==> src/rtl/carrier_mixer_nco.sv <==
// Carrier NCO with 8-step cos/sin LUT mixer, TIC-latched wrap counter and phase.
// Registered outputs, 1-cycle latency from IF sample to mix product; no backpressure.
module carrier_mixer_nco #(
  parameter int ACC_W       = 30,
  parameter int CYC_W       = 20,
  parameter int PHASE_OUT_W = 10
) (
  input  logic                   clk,
  input  logic                   rstn,
  input  logic [ACC_W-1:0]       f_control,
  input  logic                   if_sign,
  input  logic                   if_mag,
  input  logic                   clear_phase,
  input  logic                   tic_enable,
  output logic                   mix_i_sign,
  output logic [2:0]             mix_i_mag,
  output logic                   mix_q_sign,
  output logic [2:0]             mix_q_mag,
  output logic [CYC_W-1:0]       carrier_cycles,
  output logic [PHASE_OUT_W-1:0] carrier_phase
);

  logic [ACC_W-1:0] phase;
  logic [ACC_W:0]   phase_sum;
  logic             carry;
  logic [2:0]       idx;
  logic [CYC_W-1:0] count;
  logic [CYC_W-1:0] count_inc;
  logic             cos_pos, cos_big;
  logic             sin_pos, sin_big;

  // |IF| is 1 or 3, |LUT| is 1 or 2, so the product lands in {1,2,3,6}.
  function automatic logic [2:0] prod_mag(input logic if_big, input logic lut_big);
    logic [2:0] m;
    case ({if_big, lut_big})
      2'b00:   m = 3'b001;
      2'b01:   m = 3'b010;
      2'b10:   m = 3'b011;
      default: m = 3'b110;
    endcase
    return m;
  endfunction

  always_comb begin
    phase_sum = {1'b0, phase} + {1'b0, f_control};
    carry     = phase_sum[ACC_W] & ~clear_phase;
    idx       = phase[ACC_W-1 -: 3];
    count_inc = (carry && (count != {CYC_W{1'b1}})) ? count + CYC_W'(1) : count;
  end

  // cos: +2,+1,-1,-2,-2,-1,+1,+2   sin: +1,+2,+2,+1,-1,-2,-2,-1
  always_comb begin
    cos_pos = 1'b0;
    cos_big = 1'b0;
    sin_pos = 1'b0;
    sin_big = 1'b0;
    case (idx)
      3'd0: begin cos_pos = 1'b1; cos_big = 1'b1; sin_pos = 1'b1; sin_big = 1'b0; end
      3'd1: begin cos_pos = 1'b1; cos_big = 1'b0; sin_pos = 1'b1; sin_big = 1'b1; end
      3'd2: begin cos_pos = 1'b0; cos_big = 1'b0; sin_pos = 1'b1; sin_big = 1'b1; end
      3'd3: begin cos_pos = 1'b0; cos_big = 1'b1; sin_pos = 1'b1; sin_big = 1'b0; end
      3'd4: begin cos_pos = 1'b0; cos_big = 1'b1; sin_pos = 1'b0; sin_big = 1'b0; end
      3'd5: begin cos_pos = 1'b0; cos_big = 1'b0; sin_pos = 1'b0; sin_big = 1'b1; end
      3'd6: begin cos_pos = 1'b1; cos_big = 1'b0; sin_pos = 1'b0; sin_big = 1'b1; end
      default: begin cos_pos = 1'b1; cos_big = 1'b1; sin_pos = 1'b0; sin_big = 1'b0; end
    endcase
  end

  always_ff @(posedge clk) begin
    if (!rstn) begin
      phase          <= '0;
      count          <= '0;
      carrier_cycles <= '0;
      carrier_phase  <= '0;
      mix_i_sign     <= 1'b0;
      mix_i_mag      <= 3'b000;
      mix_q_sign     <= 1'b0;
      mix_q_mag      <= 3'b000;
    end else begin
      phase      <= clear_phase ? '0 : phase_sum[ACC_W-1:0];
      // Mixing uses the pre-update (and pre-clear) phase of this edge.
      mix_i_sign <= ~(if_sign ^ cos_pos);
      mix_i_mag  <= prod_mag(if_mag, cos_big);
      mix_q_sign <= ~(if_sign ^ sin_pos);
      mix_q_mag  <= prod_mag(if_mag, sin_big);
      if (tic_enable) begin
        carrier_cycles <= count_inc;
        carrier_phase  <= clear_phase ? '0 : phase_sum[ACC_W-1 -: PHASE_OUT_W];
        count          <= '0;
      end else begin
        count <= count_inc;
      end
    end
  end

endmodule

==> config.mk <==
export PLATFORM = sky130hd
export DESIGN_NAME = carrier_mixer_nco
export DESIGN_NICKNAME = d
export VERILOG_FILES = /design/src/rtl/carrier_mixer_nco.sv
export SDC_FILE = /design/constraint.sdc
export NUM_CORES = 1
export LEC_CHECK = 0
export CORE_MARGIN = 4
export CORE_UTILIZATION = 30
export CTS_CLUSTER_DIAMETER = 150
export DETAILED_ROUTE_END_ITERATION = 7
export DONT_BUFFER_PORTS = 1
export PLACE_DENSITY_LB_ADDON = 0.25
export SLEW_MARGIN = 15
export SYNTH_ARGS = -nofsm -noshare
export SYNTH_HDL_FRONTEND = slang
export SYNTH_SLANG_ARGS = --single-unit
==> constraint.sdc <==
create_clock -name clk -period 4.98 [get_ports clk]
set_input_delay 0.498 -clock clk [delete_from_list [all_inputs] [get_ports clk]]
set_output_delay 0.498 -clock clk [all_outputs]
set_load 0.02 [all_outputs]
# Yosys cells after proc, flatten, opt, wreduce, memory -nomap -nowiden
# Index checks and enable logic that the tools add are counted.
# classes
addsub	2
n_eq_ne	11
muxes	8
bitwise_logic	7
reduce_logical	9
# ops
cell	count
30-bit by 30-bit adder with 31-bit output	1
20-bit by 1-bit adder with 20-bit output, second input constant	1
20-bit 2-to-1 mux	1
20-bit != test, second input constant	1
3-bit case mux with 3 select lines	2
4-bit OR reduction	3
10-bit 2-to-1 mux	1
3-bit equality test, second input constant	3
3-bit by 2-bit equality test with 1-bit output, second input constant	2
2-bit by 1-bit equality test with 1-bit output, second input constant	2
2-bit equality test, second input constant	2
2-bit logical NOT	2
1-bit 2-to-1 mux	4
1-bit inverter	4
2-bit OR reduction	2
3-bit by 1-bit equality test with 1-bit output, second input constant	1
3-bit logical NOT	1
1-bit bitwise XOR	2
1-bit bitwise AND	1
1-bit logical AND	1
# totals
regBits	88
output_inout_bits	38
wordCells	45

# Logic depth before layout (Yosys ltp)
# logic_depth
depth_word	5
depth_mapped	13
depth_no_buf	11

# Worst setup path after synthesis
# No wires, ideal clock.
# synth_path
kind	in2reg
from	in f_control[0]
to	reg carrier_cycles[2]
setup_ps	88
arrival_ps	2888
setup_slack_ps	2003
cell_stages	13
path_buffers	2
cell_sequence	ha_1 inv_1 fa_1 nor2b_2 o31a_1 o211a_1 o31a_2 nand3_1 clkbuf_8 o2bb2ai_2 buf_6 or4_4 a311oi_2
# synth_between
elab_chain_len	4
# synth_lines
element	line	text
start, declared	10	input logic [ACC_W-1:0] f_control,
30-bit by 30-bit adder with 31-bit output	45	phase_sum = {1'b0, phase} + {1'b0, f_control};
1-bit bitwise AND	46	carry = phase_sum[ACC_W] & ~clear_phase;
1-bit logical AND	48	count_inc = (carry && (count != {CYC_W{1'b1}})) ? count + CYC_W'(1) : count;
20-bit 2-to-1 mux	48	
end signal, assigned	87	carrier_cycles <= count_inc;
end, declared	19	output logic [CYC_W-1:0] carrier_cycles,
# Every way passes these cells.
# A chain may end at the register's enable or synchronous reset.

# Worst setup path after layout
# layout_path
from	reg phase[0]
to	reg carrier_cycles[14]
# layout_between
elab_chain_len	4
# layout_lines
element	line	text
start, declared	23	logic [ACC_W-1:0] phase;
start signal, assigned	80	phase <= clear_phase ? '0 : phase_sum[ACC_W-1:0];
30-bit by 30-bit adder with 31-bit output	45	
1-bit bitwise AND	46	
1-bit logical AND	48	
20-bit 2-to-1 mux	48	
# Every way passes these cells.

==> results.yml <==
run_status:
  status: "complete, no violations"
floorplan:
  fp.coreArea_um2: 15370
  die_x_um: 134.0
  die_area_um2: 17970
  start_util_pct: 31.01
  num_rows: 45
  die_y_um: 134.0
  io-pin-count: 74
cells_and_area:
  multi_input_area_um2: 2761
  syn2layout_area_growth_pct: 8.401
  fill_cells: 1576
  diodes: 0
  final_cells: 761
  fin_nets: 614
  regArea_um2: 1762
  layout-drive-gt1-share_pct: 8.364
worst_hold_path:
  min_path_type: "in2reg"
sta:
  fin_ws_ns: 1.590
  slew_headroom_pct: 39.12
  max_freq_ghz: 0.2950
  hold_ws_ns: 0.2511
  setup_violations: 0
  fin_tns_setup_ns: 0
  worst_pin_slew_ns: 0.9099
  drv_slew: 0
  final.period_utilization_pct: 68.07
  finalClockSkew_ns: 0.007775
  finalHoldViolCount: 0
  rsz0062_at_grt: "false"
  fin_crit_ns: 3.390
synth:
  ys_types: 65
  ys_ff_latch: 88
  synthArstFlopShare_pct: 0
  synthFlopType: "dfxtp_1"
  yosysWarnings: 0
  yosysMostFrequentCell: "dfxtp_1"
  netlist.top_cell.by_area: "dfxtp_1"
  synth_top_area_share_pct: 36.97
  ys_seq_area_share_pct: 36.97
  syn_area_um2: 4766
  syn-num-nets: 625
  synthCells: 557
  synth_area_leaders: "dfxtp_1 (37%), ha_1 (8.1%), nor2_1 (5.3%), a21oi_1 (4.5%), o21ai_0 (4.3%)"
  synth_edf_count: 0
  ys_top_cells_by_count: "dfxtp_1 (88), nor2_1 (67), a21oi_1 (43)"
  synth.avg_cell_area_um2: 8.556
setup_path:
  crit_arrival_ns: 3.64
  start_kind: "register"
  path_max_fanout: 12
  crit_type: "reg2reg"
  critPathRequiredTime_ns: 5.23
  end_kind: "register"
clock_tree:
  post_cts_buffers: 0
  clock_sinks: 88
  postCtsHoldBufs: 0
  cts_resized: 0
  cts_tree: "built"
  cts_buffers: 9
  insertion_delay_ns: 0.35
  clock_path_buffers: 2
  htreeDepth: 3
  cts_root_buf: "clkbuf_16"
  clk_pin_slew_worst_paths_ns: 0.06
power_and_ir_drop:
  p_comb_share_pct: 17.4
  irDropWorstVdd_v: 0.0001662
  power.density_nw_per_um2: 334.3
  pwr-share-clk_pct: 36.7
  p_leak_uw: 0.001932
  switching_power_uw: 502.8
  switching_share_pct: 29.11
  sequentialPowerShare_pct: 45.8
  internal-power_uw: 1225
route:
  ant_nets: 0
  wl_per_cell_um: 15.96
  drtIter0Drc: 237
  vias: 3925
  drt-total-wl_mm: 12.15
  drt_pass1_iterations: 5
  viasPerCell: 5.158
  drc: 0
placement:
  dp.cells: 746
  portBuffers: 0
  gp_congestion: 0.8495
  pre_cts_ws_ns: 1.333
  dp_hpwl_mm: 9.116
global_routing:
  overflow: 0
  grt_usage_pct: 13.95
  use_met1_pct: 18.43
  grt_max_degree: 45
  grt_most_used_layer: "met2"
  grt_first_pass_wirelength_mm: 19.87
  grtUsageMet2_pct: 20.77
  antenna_found_initial: 0
  grt_pass1_vias: 3761
  grtUsageMet3_pct: 4.351
run:
  max_cap_violations: 0
## layout make-up
cell class / count / share of cell area [%]
multi-input combinational: 421 / 53.45
inverter: 24 / 1.744
timing repair buffer: 2 / 0.2906
clock buffer: 12 / 4.965
sequential: 88 / 34.10
clock inverter: 3 / 0.3391
tap: 211 / 5.110
## power by group through the flow
stage	combinational [uW]	clock [uW]	sequential (uW)
floorplan	257	0	800
global placement	297	0	809
detailed placement	300	0	809
CTS	302	660	793
global route	340	695	797
finish	301	634	792
## worst paths after layout
kind | start | endpoint | slack, ns | cells after the start
worst max-delay path | phase[0]$_SDFF_PP0_ | carrier_cycles[14]$_SDFFE_PN0P_ | 1.59 | 11
worst min-delay path | tic_enable | carrier_cycles[7]$_SDFFE_PN0P_ | 0.25 | 1
worst max register to register | phase[0]$_SDFF_PP0_ | carrier_cycles[14]$_SDFFE_PN0P_ | 1.59 | 11
worst min register to register | count[14]$_SDFF_PP0_ | count[14]$_SDFF_PP0_ | 0.53 | 2
## flip-flops by register name, summed over array words and instances (netlist names)
| name | cells |
|---|---|
| carrier_cycles | 20 |
| mix_i_sign | 1 |
| mix_q_mag | 3 |
| count | 20 |
| phase | 30 |
| carrier_phase | 10 |
| mix_q_sign | 1 |
| mix_i_mag | 3 |
## logic make-up after synthesis
| group | share of synthesized area (%) |
|---|---|
| DFF | 36.97 |
| adders and majority gates | 8.559 |
| buffers and inverters | 5.093 |
| muxes | 0.6301 |
| and+or+nand+nor | 19.56 |
| AOI/OAI and AO/OA | 23.31 |
| xor gates and xnor gates | 5.881 |
## worst max-delay path, stage by stage, from the launching register on
cell and delay, ns:
dfxtp_1 0.31, ha_1 0.21, inv_1 0.07, fa_1 0.39, nor2b_2 0.17, o31a_1 0.17
o211a_1 0.19, o31a_2 0.19, nand3_1 0.42, o2bb2ai_2 0.36, or4_1 0.52, a311oi_1 0.28
## through the flow
stage                     area (um2)  util [%]  total power [uW]
after floorplan                 4766         -              1057
after global placement          4892     31.83              1105
after detailed placement        4892     31.83              1109
after CTS                       5166     33.61              1756
after global routing            5166     33.61              1831
final                           5166     33.61              1727
## per-layer routing
layer / up-vias / part of all wire, %
met1: 1835 / 47
met4: 0 / 2.7
met3: 19 / 6.8
met5: - / 0
li1: 1983 / -
met2: 88 / 43
## cells in the final DEF (no fill, tap or decap), drive strengths merged, types with 12 or more instances in the layout
cell | synthesis | final
clkbuf | 16 | 12
inv | 24 | 24
a21o | 13 | 13
nor2 | 68 | 68
nor3 | 15 | 15
nand4 | 12 | 12
nand2 | 36 | 36
o21ai | 44 | 44
a21oi | 43 | 43
xnor2 | 22 | 22
dfxtp | 88 | 88
ha | 31 | 31
or3 | 15 | 15
nand3 | 15 | 15
Note: power is estimated with default switching activity, not from simulation.
